**src/rtl/fc_pkg.sv**
```systemverilog
// Shared types and width helpers for the fc classifier stages.
package fc_pkg;

    typedef enum logic [1:0] {
        IDLE = 2'd0,
        SCAN = 2'd1
    } state_t;

    // Score width: full product width plus accumulation growth over the fan-in.
    function automatic int score_w(input int width, input int in);
        return width * 2 + $clog2(in);
    endfunction

    function automatic int idx_w(input int nclass);
        return (nclass > 1) ? $clog2(nclass) : 1;
    endfunction

endpackage

```
**src/rtl/fc_argmax_step.sv**
```systemverilog
// Single argmax step: strict unsigned greater-than compare with a {val, idx} mux.
module argmax_step #(
    parameter int ZW = 23,
    parameter int IW = 4
) (
    input  logic [ZW-1:0] best_val,
    input  logic [IW-1:0] best_idx,
    input  logic [ZW-1:0] cand_val,
    input  logic [IW-1:0] cand_idx,
    output logic [ZW-1:0] out_val,
    output logic [IW-1:0] out_idx
);

    // Strict compare so that on ties the earlier (lower) index is kept.
    always_comb begin
        out_val = best_val;
        out_idx = best_idx;
        if (cand_val > best_val) begin
            out_val = cand_val;
            out_idx = cand_idx;
        end else begin
            out_val = best_val;
            out_idx = best_idx;
        end
    end

endmodule

```
**src/rtl/fc_argmax_seq.sv**
```systemverilog
// Sequential argmax over NCLASS snapshotted scores: one class per clock, one-cycle done pulse.
module fc_argmax_seq
    import fc_pkg::*;
#(
    parameter int WIDTH  = 8,
    parameter int IN     = 128,
    parameter int NCLASS = 10,
    localparam int ZW    = score_w(WIDTH, IN),
    localparam int IW    = idx_w(NCLASS)
) (
    input  logic          clk,
    input  logic          rst,
    input  logic          start,
    input  logic [ZW-1:0] z [0:NCLASS-1],
    output logic          busy,
    output logic          done,
    output logic [IW-1:0] class_idx,
    output logic [ZW-1:0] max_val
);

    localparam logic [IW-1:0] LAST_IDX = IW'(NCLASS - 1);

    state_t        state_r;
    logic [ZW-1:0] bank_r [0:NCLASS-1];
    logic [ZW-1:0] best_r;
    logic [IW-1:0] bidx_r;
    logic [IW-1:0] cnt_r;
    logic [ZW-1:0] step_val_s;
    logic [IW-1:0] step_idx_s;

    argmax_step #(
        .ZW(ZW),
        .IW(IW)
    ) u_step (
        .best_val(best_r),
        .best_idx(bidx_r),
        .cand_val(bank_r[cnt_r]),
        .cand_idx(cnt_r),
        .out_val (step_val_s),
        .out_idx (step_idx_s)
    );

    // Control FSM, snapshot bank and registered result outputs.
    always_ff @(posedge clk or posedge rst) begin
        if (rst) begin
            state_r   <= IDLE;
            best_r    <= {ZW{1'b0}};
            bidx_r    <= {IW{1'b0}};
            cnt_r     <= {IW{1'b0}};
            busy      <= 1'b0;
            done      <= 1'b0;
            class_idx <= {IW{1'b0}};
            max_val   <= {ZW{1'b0}};
            for (int i = 0; i < NCLASS; i++) begin
                bank_r[i] <= {ZW{1'b0}};
            end
        end else begin
            done <= 1'b0;
            case (state_r)
                IDLE: begin
                    if (start) begin
                        bank_r  <= z;
                        best_r  <= z[0];
                        bidx_r  <= {IW{1'b0}};
                        cnt_r   <= IW'(1);
                        busy    <= 1'b1;
                        state_r <= SCAN;
                    end else begin
                        busy    <= 1'b0;
                        state_r <= IDLE;
                    end
                end
                SCAN: begin
                    best_r <= step_val_s;
                    bidx_r <= step_idx_s;
                    // The last comparison feeds the outputs directly, saving a cycle.
                    if (cnt_r == LAST_IDX) begin
                        class_idx <= step_idx_s;
                        max_val   <= step_val_s;
                        done      <= 1'b1;
                        busy      <= 1'b0;
                        cnt_r     <= {IW{1'b0}};
                        state_r   <= IDLE;
                    end else begin
                        cnt_r   <= cnt_r + IW'(1);
                        state_r <= SCAN;
                    end
                end
                default: begin
                    busy    <= 1'b0;
                    cnt_r   <= {IW{1'b0}};
                    state_r <= IDLE;
                end
            endcase
        end
    end

endmodule

```
**config.mk**
```make
export PLATFORM = sky130hd
export DESIGN_NAME = fc_argmax_seq
export DESIGN_NICKNAME = d
export VERILOG_FILES = /design/src/rtl/fc_pkg.sv /design/src/rtl/fc_argmax_step.sv /design/src/rtl/fc_argmax_seq.sv
export SDC_FILE = /design/constraint.sdc
export NUM_CORES = 1
export LEC_CHECK = 0
export BUFFER_PORTS_ARGS = -buffer_cell sky130_fd_sc_hd__buf_2
export CAP_MARGIN = 0
export CORE_MARGIN = 5
export CORE_UTILIZATION = 52
export CTS_BUF_LIST = sky130_fd_sc_hd__clkbuf_8
export CTS_CLUSTER_DIAMETER = 30
export CTS_CLUSTER_SIZE = 8
export DETAILED_ROUTE_END_ITERATION = 16
export GPL_TIMING_DRIVEN = 0
export PLACE_DENSITY = 0.89
export SLEW_MARGIN = 0
export SYNTH_ARGS = -nofsm -noshare
export SYNTH_HDL_FRONTEND = slang
export SYNTH_SLANG_ARGS = --single-unit
```
**constraint.sdc**
```tcl
create_clock -name clk -period 10.3 [get_ports clk]
set_clock_uncertainty 0.2 [all_clocks]
set_input_delay 2.06 -clock clk [delete_from_list [all_inputs] [get_ports clk]]
set_output_delay 2.06 -clock clk [all_outputs]
set_load 0.1 [all_outputs]
```
==> summary.md, run 1 <==
| Metric | Value |
|---|---|
| Cell variety after synth | 48 |
| Least-Margin Pin Slew | 923.1 ps |
| Ratio of cells with drive above 1 in the final layout | 0.4382 |
| Total Routing Usage GR | 0.2837 |
| Initial Util | 0.5246 |
| Kind of end point of the critical path | flip-flop |
| Netlist Area Pre-Place | 14,060 µm² |
| Synthesized Nets | 1,365 |
| Int Pwr | 3872 µW |
| H-tree Lvls | 2 |
| Endpoints failing setup | 0 |
| Largest net degree at the start of global routing | 113 |
| Clock-pin slew on the worst setup and hold paths | 60 ps |
| Die W | 174.4 µm |
| Synth top area cells | dfrtp_1, mux2_2, mux2i_1, ha_1, o31ai_2 |
| Clock sink total | 291 |
| Hold depth | 1 |
| Detailed Place HPWL | around 33 mm |
| # rows | 60 |
| Reg2reg start | cnt_r[0] |
| Status | complete, no violations |
| Pwr per Cell Area | 390.1 nW/µm² |
| Drt pass-1 iters | 5 |
| Io pins | 262 |
| VDD IR max | ~0.00034 V |
| Largest family of logic cells by synthesized area | multiplexers |
| Clock Root Buffer | clkbuf_8 |
| Register bit total from synthesis | 291 |
| Total clock buffers created by CTS | between 60 and 70 |
| Post-DRT Antenna Nets | 0 |
| EDFF count, synth | 0 |
| Final wirelength | 44.40 mm |
| Leakage | ~0.0079 µW |
| GPL Wtd Cong | 0.9389 |
| R2r setup slk | 5100 ps |
| Synth area leader | dfrtp_1 |
| Clock Latency Late Sink | just over 600 ps |
| CTS tree | yes |
| Synth Warn # | 0 |
| Commonest non-fill, non-tap cell in the layout | dfrtp_1 |
| Final Max Tran Viols | 0 |
| Antenna violations before repair | 9 |
| Post-CTS Hold Buffers | 0 |
| Vias in the first global route | between 10k and 15k |
| Cell count of the worst reg-to-reg path | 13 |
| Worst setup endpoint | best_r[5] |
| Seq pwr share | 0.301 |
| Post-Syn Instances | 1,107 |
| Period Utilization, post-route | 0.5052 |
| Critical path type | flip-flop to flip-flop |
| Avg WL per Cell | around 24 µm |
| Fillers | 2,051 |
| Post-Synth Adder-Cell Area | 0.02225 |
| Placed cell area | 15,860 µm² |
| Arrival @ worst endpoint | 5520 ps |
| First-pass GRT wire length | 67.11 mm |
| Via count | 11.02k |
| CP max FO | 10 |
| Syn Area/Cell | 12.70 µm² |
| Max-slew headroom | 0.3794 |
| Period minus WS final | 5204 ps |
| DR vias/cell | 6.017 |
| Clock power share | 0.206 |
| Fin. Hold Viols | 0 |
| Core Footprint | approximately 27,000 µm² |
| Resize count post-CTS | 0 |
| P_sw | about 2900 µW |
| DIE AREA | 30,430 µm² |
| Seq/Total Area, Yosys | 0.5179 |
| Commonest cells after routing, fill and taps aside | dfrtp_1, buf_2, mux2_2 |
| Switch share | 0.4265 |
| Mux cell area share after synthesis | 0.2682 |
| RSZ-0062 raised after global routing | false |
| GR Overflow Total | 0 |
| Synth Area in Compound Gates | 0.1131 |
| Logic pwr share | 0.493 |
| Async SR Flop Fraction | 1.000 |
| Maxcap violations | 0 |
| Synth Flop Type | dfrtp_1 |
| Multi-input gate area | approximately 6300 µm² |
| Maximum buffer depth of the clock tree | 3 |
| Crit path from | cnt_r[0] |
| DRC | 0 |
| Area growth from synthesis to layout | 23.08% |
| Nets | about 1.7k |
| Worst hold path type | flip-flop to flip-flop |
| Simple-Gate Fraction of Synth Area | 0.04467 |
| Total power | 6750 µW |
| First-iteration detailed-routing DRC count | 957 |
| Share of the synthesized area in the top cell type | 0.5179 |
| CP Data Required Time | 10,610 ps |
| Design area | 17,310 µm² |
| Post-synthesis xor/xnor area fraction | 0.0006229 |
| Achievable Freq | 192.2 MHz |
| Setup Buffers After CTS | 0 |
| FF/Latch Area | around 7300 µm² |
| Die height | around 170 µm |
| PortBufs | 261 |
| Type of origin of the critical path | flip-flop |
| R2r endpoint | best_r[5] |
[worst min-delay path by stage]
stage	startpoint	endpoint	slack, ps
floorplan	bidx_r[2]	bidx_r[2]	270
finish	busy	busy	280
CTS	busy	busy	280
global placement	busy	busy	260
detailed placement	busy	busy	270
global route	busy	busy	310
[cell type report]
class / instances / area share
inverters: 26 / 0.006073
clock inverters: 36 / 0.02285
repair buffers: 263 / 0.07866
well taps: 341 / 0.02465
multi-input cells: 703 / 0.3647
flip-flops and latches: 291 / 0.4208
diodes: 9 / 0.001301
clock buffers: 75 / 0.05965
plain buffers: 87 / 0.02133
[worst max-delay path, stage by stage (launching register included)]
cell and delay, ps:
dfrtp_1 400, buf_2 320, buf_1 730, mux2i_1 500, o22ai_1 140, o31a_1 330
ha_1 370, nand4_2 150, nor4_1 540, o31ai_1 350, a31oi_1 460, buf_2 380
a22oi_1 140, o31ai_2 100
[power by group through the flow]
stage               Combinational (µW)  Clock [µW]  Sequential [µW]
CTS                               3290        1410             2030
finish                            3330        1390             2030
detailed placement                3270           0             2040
floorplan                         2130           0             2260
global route                      3550        1460             2090
global placement                  3170           0             2000
[layer usage]
| metal | vias up | share of wire | wire, µm | track usage |
|---|---|---|---|---|
| met4 | 4 | 0.034 | 1494 | 0.1049 |
| met2 | 545 | 0.48 | 21320 | 0.4634 |
| li1 | 4809 | - | - | - |
| met5 | - | 0.00077 | 34 | 0 |
| met3 | 107 | 0.082 | 3624 | 0.06655 |
| met1 | 5552 | 0.40 | 17930 | 0.3708 |
[registers in the layout, indices dropped and copies added (netlist names)]
register / cells
bidx_r: 4
bank_r: 230
max_val: 23
busy: 1
done: 1
cnt_r: 4
class_idx: 4
best_r: 23
state_r: 1
[cells in the mapped netlist, types with 5 or more instances]
cell type / count
a221oi_1: 23
mux2_2: 230
ha_1: 25
buf_1: 5
buf_2: 16
a21oi_1: 9
clkbuf_1: 63
mux2i_1: 118
nor2_1: 36
o221ai_1: 23
o31a_1: 25
nor4_1: 23
o22ai_1: 23
a22o_1: 6
nand2_1: 41
o31ai_2: 20
nand3_1: 5
o21ai_0: 30
a22oi_1: 23
dfrtp_1: 291
inv_1: 26
[logic make-up (layout without fill, tap and decap cells)]
group                      after synthesis  in the layout
DFF                                    291            291
muxes                                  348            348
xor gates and xnor gates                 1              1
adders and majority gates               25             25
buffers and inverters                  113            487
and+or+nand+nor                        129            129
other                                    0              9
AOI/OAI and AO/OA                      200            200
[metrics by stage]
step	instances	util	setup WS [ps]	TNS (ps)	hold slack [ps]
2_1_floorplan	1107	-	5.941	0	265.7
3_3_place_gp	1709	0.5893	-2859	-827450	255.8
3_5_place_dp	1711	0.5916	5354	0	265.1
4_1_cts	1822	0.6449	5328	0	277.7
5_1_grt	1829	0.6455	4834	0	306.5
6_report	1831	0.6457	5096	0	280.4
No activity file was read; power rests on OpenSTA's default activity.
==> inputs of run 2 (changes only) <==
--- a/config.mk
+++ b/config.mk
@@ -5,16 +5,17 @@
 export SDC_FILE = /design/constraint.sdc
 export NUM_CORES = 1
 export LEC_CHECK = 0
+export ABC_AREA = 1
 export BUFFER_PORTS_ARGS = -buffer_cell sky130_fd_sc_hd__buf_2
 export CAP_MARGIN = 0
 export CORE_MARGIN = 5
-export CORE_UTILIZATION = 52
+export CORE_UTILIZATION = 55
 export CTS_BUF_LIST = sky130_fd_sc_hd__clkbuf_8
 export CTS_CLUSTER_DIAMETER = 30
 export CTS_CLUSTER_SIZE = 8
 export DETAILED_ROUTE_END_ITERATION = 16
 export GPL_TIMING_DRIVEN = 0
-export PLACE_DENSITY = 0.89
+export PLACE_DENSITY = 0.9
 export SLEW_MARGIN = 0
 export SYNTH_ARGS = -nofsm -noshare
 export SYNTH_HDL_FRONTEND = slang
==> constraint.sdc (replaced) <==
create_clock -name clk -period 4.8 [get_ports clk]
set_clock_uncertainty 0.2 [all_clocks]
set_input_delay 0.96 -clock clk [delete_from_list [all_inputs] [get_ports clk]]
set_output_delay 0.96 -clock clk [all_outputs]
set_load 0.1 [all_outputs]
==> summary.md, run 2 <==
| Metric | Value |
|---|---|
| Post-Syn Instances | 1,958 (+77%) |
| Core Footprint | 26,060 µm² (-2.8%) |
| Post-DRT Antenna Nets | 0 (unchanged) |
| Maximum buffer depth of the clock tree | 3 (unchanged) |
| Via count | 14.63k (+33%) |
| Reg2reg start | cnt_r[0] |
| EDFF count, synth | 0 (unchanged) |
| DIE AREA | 29,800 µm² (-2.1%) |
| Total Routing Usage GR | 0.3101 (+0.02639) |
| Drt pass-1 iters | 6 (+1) |
| Status | complete, no violations |
| First-iteration detailed-routing DRC count | 1,732 (+81%) |
| PortBufs | 261 (unchanged) |
| Period minus WS final | 3745 ps (-1459 ps) |
| Area growth from synthesis to layout | 21.71% |
| Final Max Tran Viols | 0 (unchanged) |
| Fillers | 2,069 (+0.88%) |
| Max-slew headroom | 0.2834 (-0.09594) |
| Worst hold path type | input port to asynchronous set/reset pin |
| FF/Latch Area | 7282 µm² (unchanged) |
| Clock sink total | 291 (unchanged) |
| Synthesized Nets | 2,216 (+62%) |
| Type of origin of the critical path | flip-flop |
| Final wirelength | 47.49 mm (+7.0%) |
| Avg WL per Cell | 17.80 µm (-27%) |
| First-pass GRT wire length | 74.93 mm (+12%) |
| GPL Wtd Cong | 0.9673 (+3.0%) |
| Maxcap violations | 0 (unchanged) |
| Finished Core Util | 0.6794 (+0.03365) |
| Largest net degree at the start of global routing | 46 (-59%) |
| GR Overflow Total | 0 (unchanged) |
| Largest regs | bank_r (230), best_r (23), max_val (23) |
| Setup TNS | 0 ps (unchanged) |
| Endpoints failing setup | 0 (unchanged) |
| Achievable Freq | 267.0 MHz (+39%) |
| CP Data Required Time | 5090 ps (-5520 ps) |
| Clock Latency Late Sink | 620 ps (about the same) |
| Largest register by flop count | bank_r |
| Commonest non-fill, non-tap cell in the layout | nand2_1 |
| Die height | 172.6 µm (-1.0%) |
| H-tree Lvls | 2 (unchanged) |
| Leakage | 0.009661 µW (+22%) |
| # rows | 59 (-1.7%) |
| Setup Buffers After CTS | 0 (unchanged) |
| RSZ-0062 raised after global routing | false |
| CTS tree | yes |
| Die W | 172.6 µm (-1.0%) |
| VDD IR max | 0.0004399 V (+30%) |
| Cell variety after synth | 29 (-40%) |
| Clock Root Buffer | clkbuf_8 |
| Resize count post-CTS | 0 (unchanged) |
| Arrival @ worst endpoint | 4040 ps (-1480 ps) |
| Kind of end point of the critical path | flip-flop |
| Netlist Area Pre-Place | 14,550 µm² (+3.5%) |
| Synth Flop Type | dfrtp_1 |
| Commonest cells in the netlist | nand2_1, dfrtp_1, inv_1, nand3_1, o21ai_0 |
| Register bit total from synthesis | 291 (unchanged) |
| Largest register FFs | 230 (unchanged) |
| Share of the synthesized area in the top cell type | 0.5006 (-0.01729) |
| Least-Margin Pin Slew | 1071 ps (+147.8 ps) |
| Synth top area cells | dfrtp_1, nand2_1, nand3_1, o21ai_0, inv_1 |
| Multi-input gate area | 5727 µm² (-9.3%) |
| Post-CTS Hold Buffers | 0 (unchanged) |
| Synth area leader | dfrtp_1 |
| Vias in the first global route | 14.39k (+24%) |
| Pwr per Cell Area | 819.9 nW/µm² (+110%) |
| Antenna violations before repair | 1 (-8) |
| CP max FO | 10 (unchanged) |
| Crit path from | cnt_r[0] |
| Seq/Total Area, Yosys | 0.5006 (-0.01729) |
| Synth Warn # | 0 (unchanged) |
| Period Utilization, post-route | 0.7803 (+0.2750) |
| Count leader, synth | nand2_1 |
| Total clock buffers created by CTS | 59 (-3.3%) |
| DR vias/cell | 5.485 (-8.8%) |
| Initial Util | 0.5582 (+0.03357) |
| Async SR Flop Fraction | 1.000 (unchanged) |
| DRC | 0 (unchanged) |
| Commonest cells after routing, fill and taps aside | nand2_1, buf_2, dfrtp_1 |
| Syn Area/Cell | 7.429 µm² (-42%) |
| Clock-pin slew on the worst setup and hold paths | 60 ps (about the same) |
| R2r setup slk | 1050 ps (-4040 ps) |
| Detailed Place HPWL | 36.07 mm (+8.8%) |
| Critical path type | flip-flop to flip-flop |
| Ratio of cells with drive above 1 in the final layout | 0.1947 (-0.2435) |
| Fin. Hold Viols | 0 (unchanged) |
| Nets | 2,545 (+51%) |
| Io pins | 262 (unchanged) |
==> run 2: cell count changes in the layout (fill, tap and decap cells not counted), sizes merged, moves of 25 or more <==
| cell | before | now |
|---|---|---|
| nand3 | 5 | 233 |
| buf | 287 | 334 |
| mux2 | 230 | 0 |
| clkbuf | 138 | 109 |
| nand2 | 42 | 783 |
| inv | 33 | 277 |
| o31a | 25 | 0 |
| o21ai | 33 | 219 |
| nor2 | 37 | 9 |
| mux2i | 118 | 0 |
==> run 2: cell type report <==
class / instances / share of cell area
tap: 335 / 0.02368
timing repair buffer: 268 / 0.08170
antenna: 1 / 0.0001414
inverter: 270 / 0.05746
clock inverter: 41 / 0.02212
clock buffer: 65 / 0.05053
sequential: 291 / 0.4113
buffer: 110 / 0.02954
multi-input combinational: 1287 / 0.3235
==> run 2: stage by stage <==
stage                     worst slack (ps)  instance area (µm²)  hold slack, ps  total power (µW)  cells
after floorplan                     -221.2                14550           241.7              9505   1958
after global placement               -1762                16270           253.5             11220   2554
after detailed placement              1209                16410           258.3             11530   2561
after CTS                             1205                17700           206.6             14330   2667
after global routing                 930.3                17700           233.7             15520   2668
final                                 1055                17700           198.7             14520   2668
==> run 2: cell families (layout without fill, tap and decap cells) <==
kind of cell,count (synthesis),after routing,synth area share
buffers and inverters,380,754,0.1056
AOI/OAI and AO/OA,231,231,0.08009
DFF,291,291,0.5006
xor gates and xnor gates,2,2,0.001205
other,0,1,0
and+or+nand+nor,1029,1029,0.2909
adders and majority gates,25,25,0.02151
==> run 2: worst paths after layout <==
path                                    end  depth (start not counted)
worst max register to register  max_val[22]                         18
worst max-delay path            max_val[22]                         18
worst min-delay path            bank_r[141]                          2
worst min register to register    bank_r[0]                          2
max in group asynchronous         bank_r[6]                          5
min in group clk                  bank_r[0]                          2
==> run 2: critical path, cell delays in order (launching register included) <==
cell	delay, ps
dfrtp_1	440
inv_2	200
clkbuf_1	410
nand2_1	120
nand3_1	180
nand3_1	180
nand3_1	140
nand2_1	110
ha_1	310
a21o_1	180
nor2_1	100
nand2_1	60
nand2_1	60
nand3_2	230
nand2_4	240
buf_6	200
nand2_2	70
nand3_1	130
nand2_1	70
==> run 2: metal layers <==
metal	up-vias	GRT usage	wire length, µm
li1	6722	-	-
met1	6832	0.4193	18550
met2	912	0.4750	21070
met3	167	0.07096	5237
met4	0	0.1515	2628
met5	-	0	0
==> run 2: report_power, final <==
part	internal (µW)	leakage, µW	total [µW]	switching [µW]
sequential	3660	0.00356	4110	452
combinational	2180	0.00541	7640	5460
clock	1590	0.000683	2760	1170
==> inputs of run 3 (changes only) <==
==> constraint.sdc (replaced) <==
create_clock -name clk -period 3.5 [get_ports clk]
set_clock_uncertainty 0.2 [all_clocks]
set_input_delay 0.7 -clock clk [delete_from_list [all_inputs] [get_ports clk]]
set_output_delay 0.7 -clock clk [all_outputs]
set_load 0.1 [all_outputs]
==> summary.md, run 3 (synthesis gave the netlist of run 2 again) <==
| Metric | Value |
|---|---|
| First-pass GRT wire length | 75.07 mm (+0.19%) |
| Io pins | 262 (unchanged) |
| Vias in the first global route | 14.42k (+0.24%) |
| DIE AREA | 29,800 µm² (unchanged) |
| Met1 Use GR | 0.4188 (-0.0004957) |
| Largest net degree at the start of global routing | 46 (unchanged) |
| Maxcap violations | 0 (unchanged) |
| Leakage | 0.009724 µW (+0.66%) |
| Arrival @ worst endpoint | 3680 ps (-360 ps) |
| WHS | 87.70 ps (-111.0 ps) |
| Largest register by flop count | bank_r |
| Fin. Hold Viols | 0 (unchanged) |
| Period Utilization, post-route | 0.9685 (+0.1883) |
| CTS tree | yes |
| Status | complete, no violations |
| Core Footprint | 26,060 µm² (unchanged) |
| P_sw | 9819 µW (+39%) |
| Initial Util | 0.5582 (unchanged) |
| GPL Wtd Cong | 0.9673 (unchanged) |
| Hold path startpoint | z[128] |
| Clock sink total | 291 (unchanged) |
| Switch share | 0.4860 (-0.001832) |
| Clock Root Buffer | clkbuf_8 |
| Max-slew headroom | 0.2710 (-0.01238) |
| FF/Latch Area | 7284 µm² (about the same) |
| Largest regs | bank_r (230), best_r (23), max_val (23) |
| Achievable Freq | 295.0 MHz (+10%) |
| Logic pwr share | 0.533 (+0.007) |
| Antenna violations before repair | 1 (unchanged) |
| Period minus WS final | 3390 ps (-355.5 ps) |
| Clock-pin slew on the worst setup and hold paths | 60 ps (about the same) |
| Endpoints failing setup | 0 (unchanged) |
| Critical path type | flip-flop to flip-flop |
| Detailed Place HPWL | 36.07 mm (unchanged) |
| Die height | 172.6 µm (unchanged) |
| Grt met2 use | 0.4760 (+0.0009734) |
| Commonest cells after routing, fill and taps aside | nand2_1, buf_2, dfrtp_1 |
| Type of origin of the critical path | flip-flop |
| CP Data Required Time | 3790 ps (-1300 ps) |
| VDD IR max | 0.0006025 V (+37%) |
| Grt peak-use layer | met2 |
| Avg WL per Cell | 17.86 µm (+0.34%) |
| Final Max Tran Viols | 0 (unchanged) |
| Nets | 2,548 (+0.12%) |
| Maximum buffer depth of the clock tree | 3 (unchanged) |
| DR vias/cell | 5.487 (about the same) |
| Placed cell area | 16,410 µm² (unchanged) |
| Die W | 172.6 µm (unchanged) |
| Drt pass-1 iters | 6 (unchanged) |
| Clock Latency Late Sink | 630 ps (about the same) |
| Int Pwr | 10,380 µW (+40%) |
| Worst hold path type | input port to flip-flop |
| # rows | 59 (unchanged) |
| Ratio of cells with drive above 1 in the final layout | 0.2026 (+0.007887) |
| DRC | 0 (unchanged) |
| M3 GR Usage | 0.07271 (+0.001747) |
| Post-DRT Antenna Nets | 0 (unchanged) |
| Clock power share | 0.187 (-0.003) |
| Area growth from synthesis to layout | 22.60% |
| Kind of end point of the critical path | flip-flop |
| Via count | 14.66k (+0.19%) |
| Seq pwr share | 0.280 (-0.003) |
| Least-Margin Pin Slew | 1089 ps (+18.50 ps) |
| Fillers | 2,048 (-1.0%) |
| Design area | 17,830 µm² (+0.73%) |
| Multi-input gate area | 5769 µm² (+0.74%) |
| Final wirelength | 47.72 mm (+0.49%) |
| CP max FO | 10 (unchanged) |
| PortBufs | 261 (unchanged) |
| Total Routing Usage GR | 0.3106 (+0.0005020) |
| Largest register FFs | 230 (unchanged) |
| Reg2reg start | cnt_r[0] |
| Pwr per Cell Area | 1133 nW/µm² (+38%) |
| Commonest non-fill, non-tap cell in the layout | nand2_1 |
| First-iteration detailed-routing DRC count | 1,750 (+1.0%) |
| Total clock buffers created by CTS | 59 (unchanged) |
| GR Overflow Total | 0 (unchanged) |
| Crit path from | cnt_r[0] |
| H-tree Lvls | 2 (unchanged) |
[run 3: path summary, 6_finish.rpt]
check                               to  depth (start not counted)  slack, ps
setup / recovery           max_val[22]                         20        110
hold / removal             bank_r[128]                          3         90
setup reg to reg           max_val[22]                         20        110
hold reg to reg              bank_r[0]                          2        270
max in group asynchronous    bank_r[6]                          6       1390
min in group asynchronous  bank_r[141]                          3        480
[run 3: per-stage QoR]
step           TNS, ps  cells  total power (µW)    util  setup slack, ps
6_report             0   2672             20200  0.6843            110.1
5_1_grt         -82.58   2671             21590  0.6842           -24.76
4_1_cts              0   2670             19750  0.6807            4.070
3_5_place_dp     -1472   2561             15820  0.6299           -91.24
3_3_place_gp   -809010   2554             15380  0.6245            -2802
2_1_floorplan  -367000   1958             13040       -            -1261
[run 3: critical path: stages (launching register included)]
cell and delay (ps):
dfrtp_2 460, inv_4 140, buf_6 190, buf_4 200, nand2_1 70, nand3_1 70
nand3_1 80, nand3_1 120, nand2_1 90, ha_1 300, nand2_1 130, inv_1 50
a21oi_1 160, nand2_1 120, nand2_1 120, nand3_4 170, nand2_4 150, buf_6 180
nand2_2 70, nand3_1 130, nand2_1 60
[run 3: area by class of cell]
| type | count | share of cell area |
|---|---|---|
| tap | 335 | 0.02351 |
| antenna | 2 | 0.0002807 |
| sequential | 291 | 0.4085 |
| clock inverter | 41 | 0.02196 |
| timing repair buffer | 271 | 0.08251 |
| clock buffer | 65 | 0.05017 |
| inverter | 270 | 0.05719 |
| buffer | 110 | 0.03235 |
| multi-input combinational | 1287 | 0.3235 |
[run 3: repair_timing]
item / CTS / global route
hold buffers: 1 / 0
pin swaps: 1 / 2
buffers inserted: 2 / 0
resized for setup: 7 / 38
hold endpoints to repair: 22 / 0
setup endpoints to repair: 43 / 54
cloned: 0 / 0
[run 3: power by group through the flow]
stage	Sequential, µW	Clock [µW]	Combinational (µW)
4_1_cts	5620	3770	10400
3_5_place_dp	5660	0	10200
3_3_place_gp	5610	0	9770
5_1_grt	5790	3960	11800
2_1_floorplan	6750	0	6290
6_report	5660	3780	10800
[run 3: per-layer routing]
metal | up-vias | wire length (µm)
li1 | 6741 | -
met1 | 6850 | 18530
met2 | 903 | 21180
met3 | 167 | 5344
met4 | 0 | 2661
met5 | - | 0
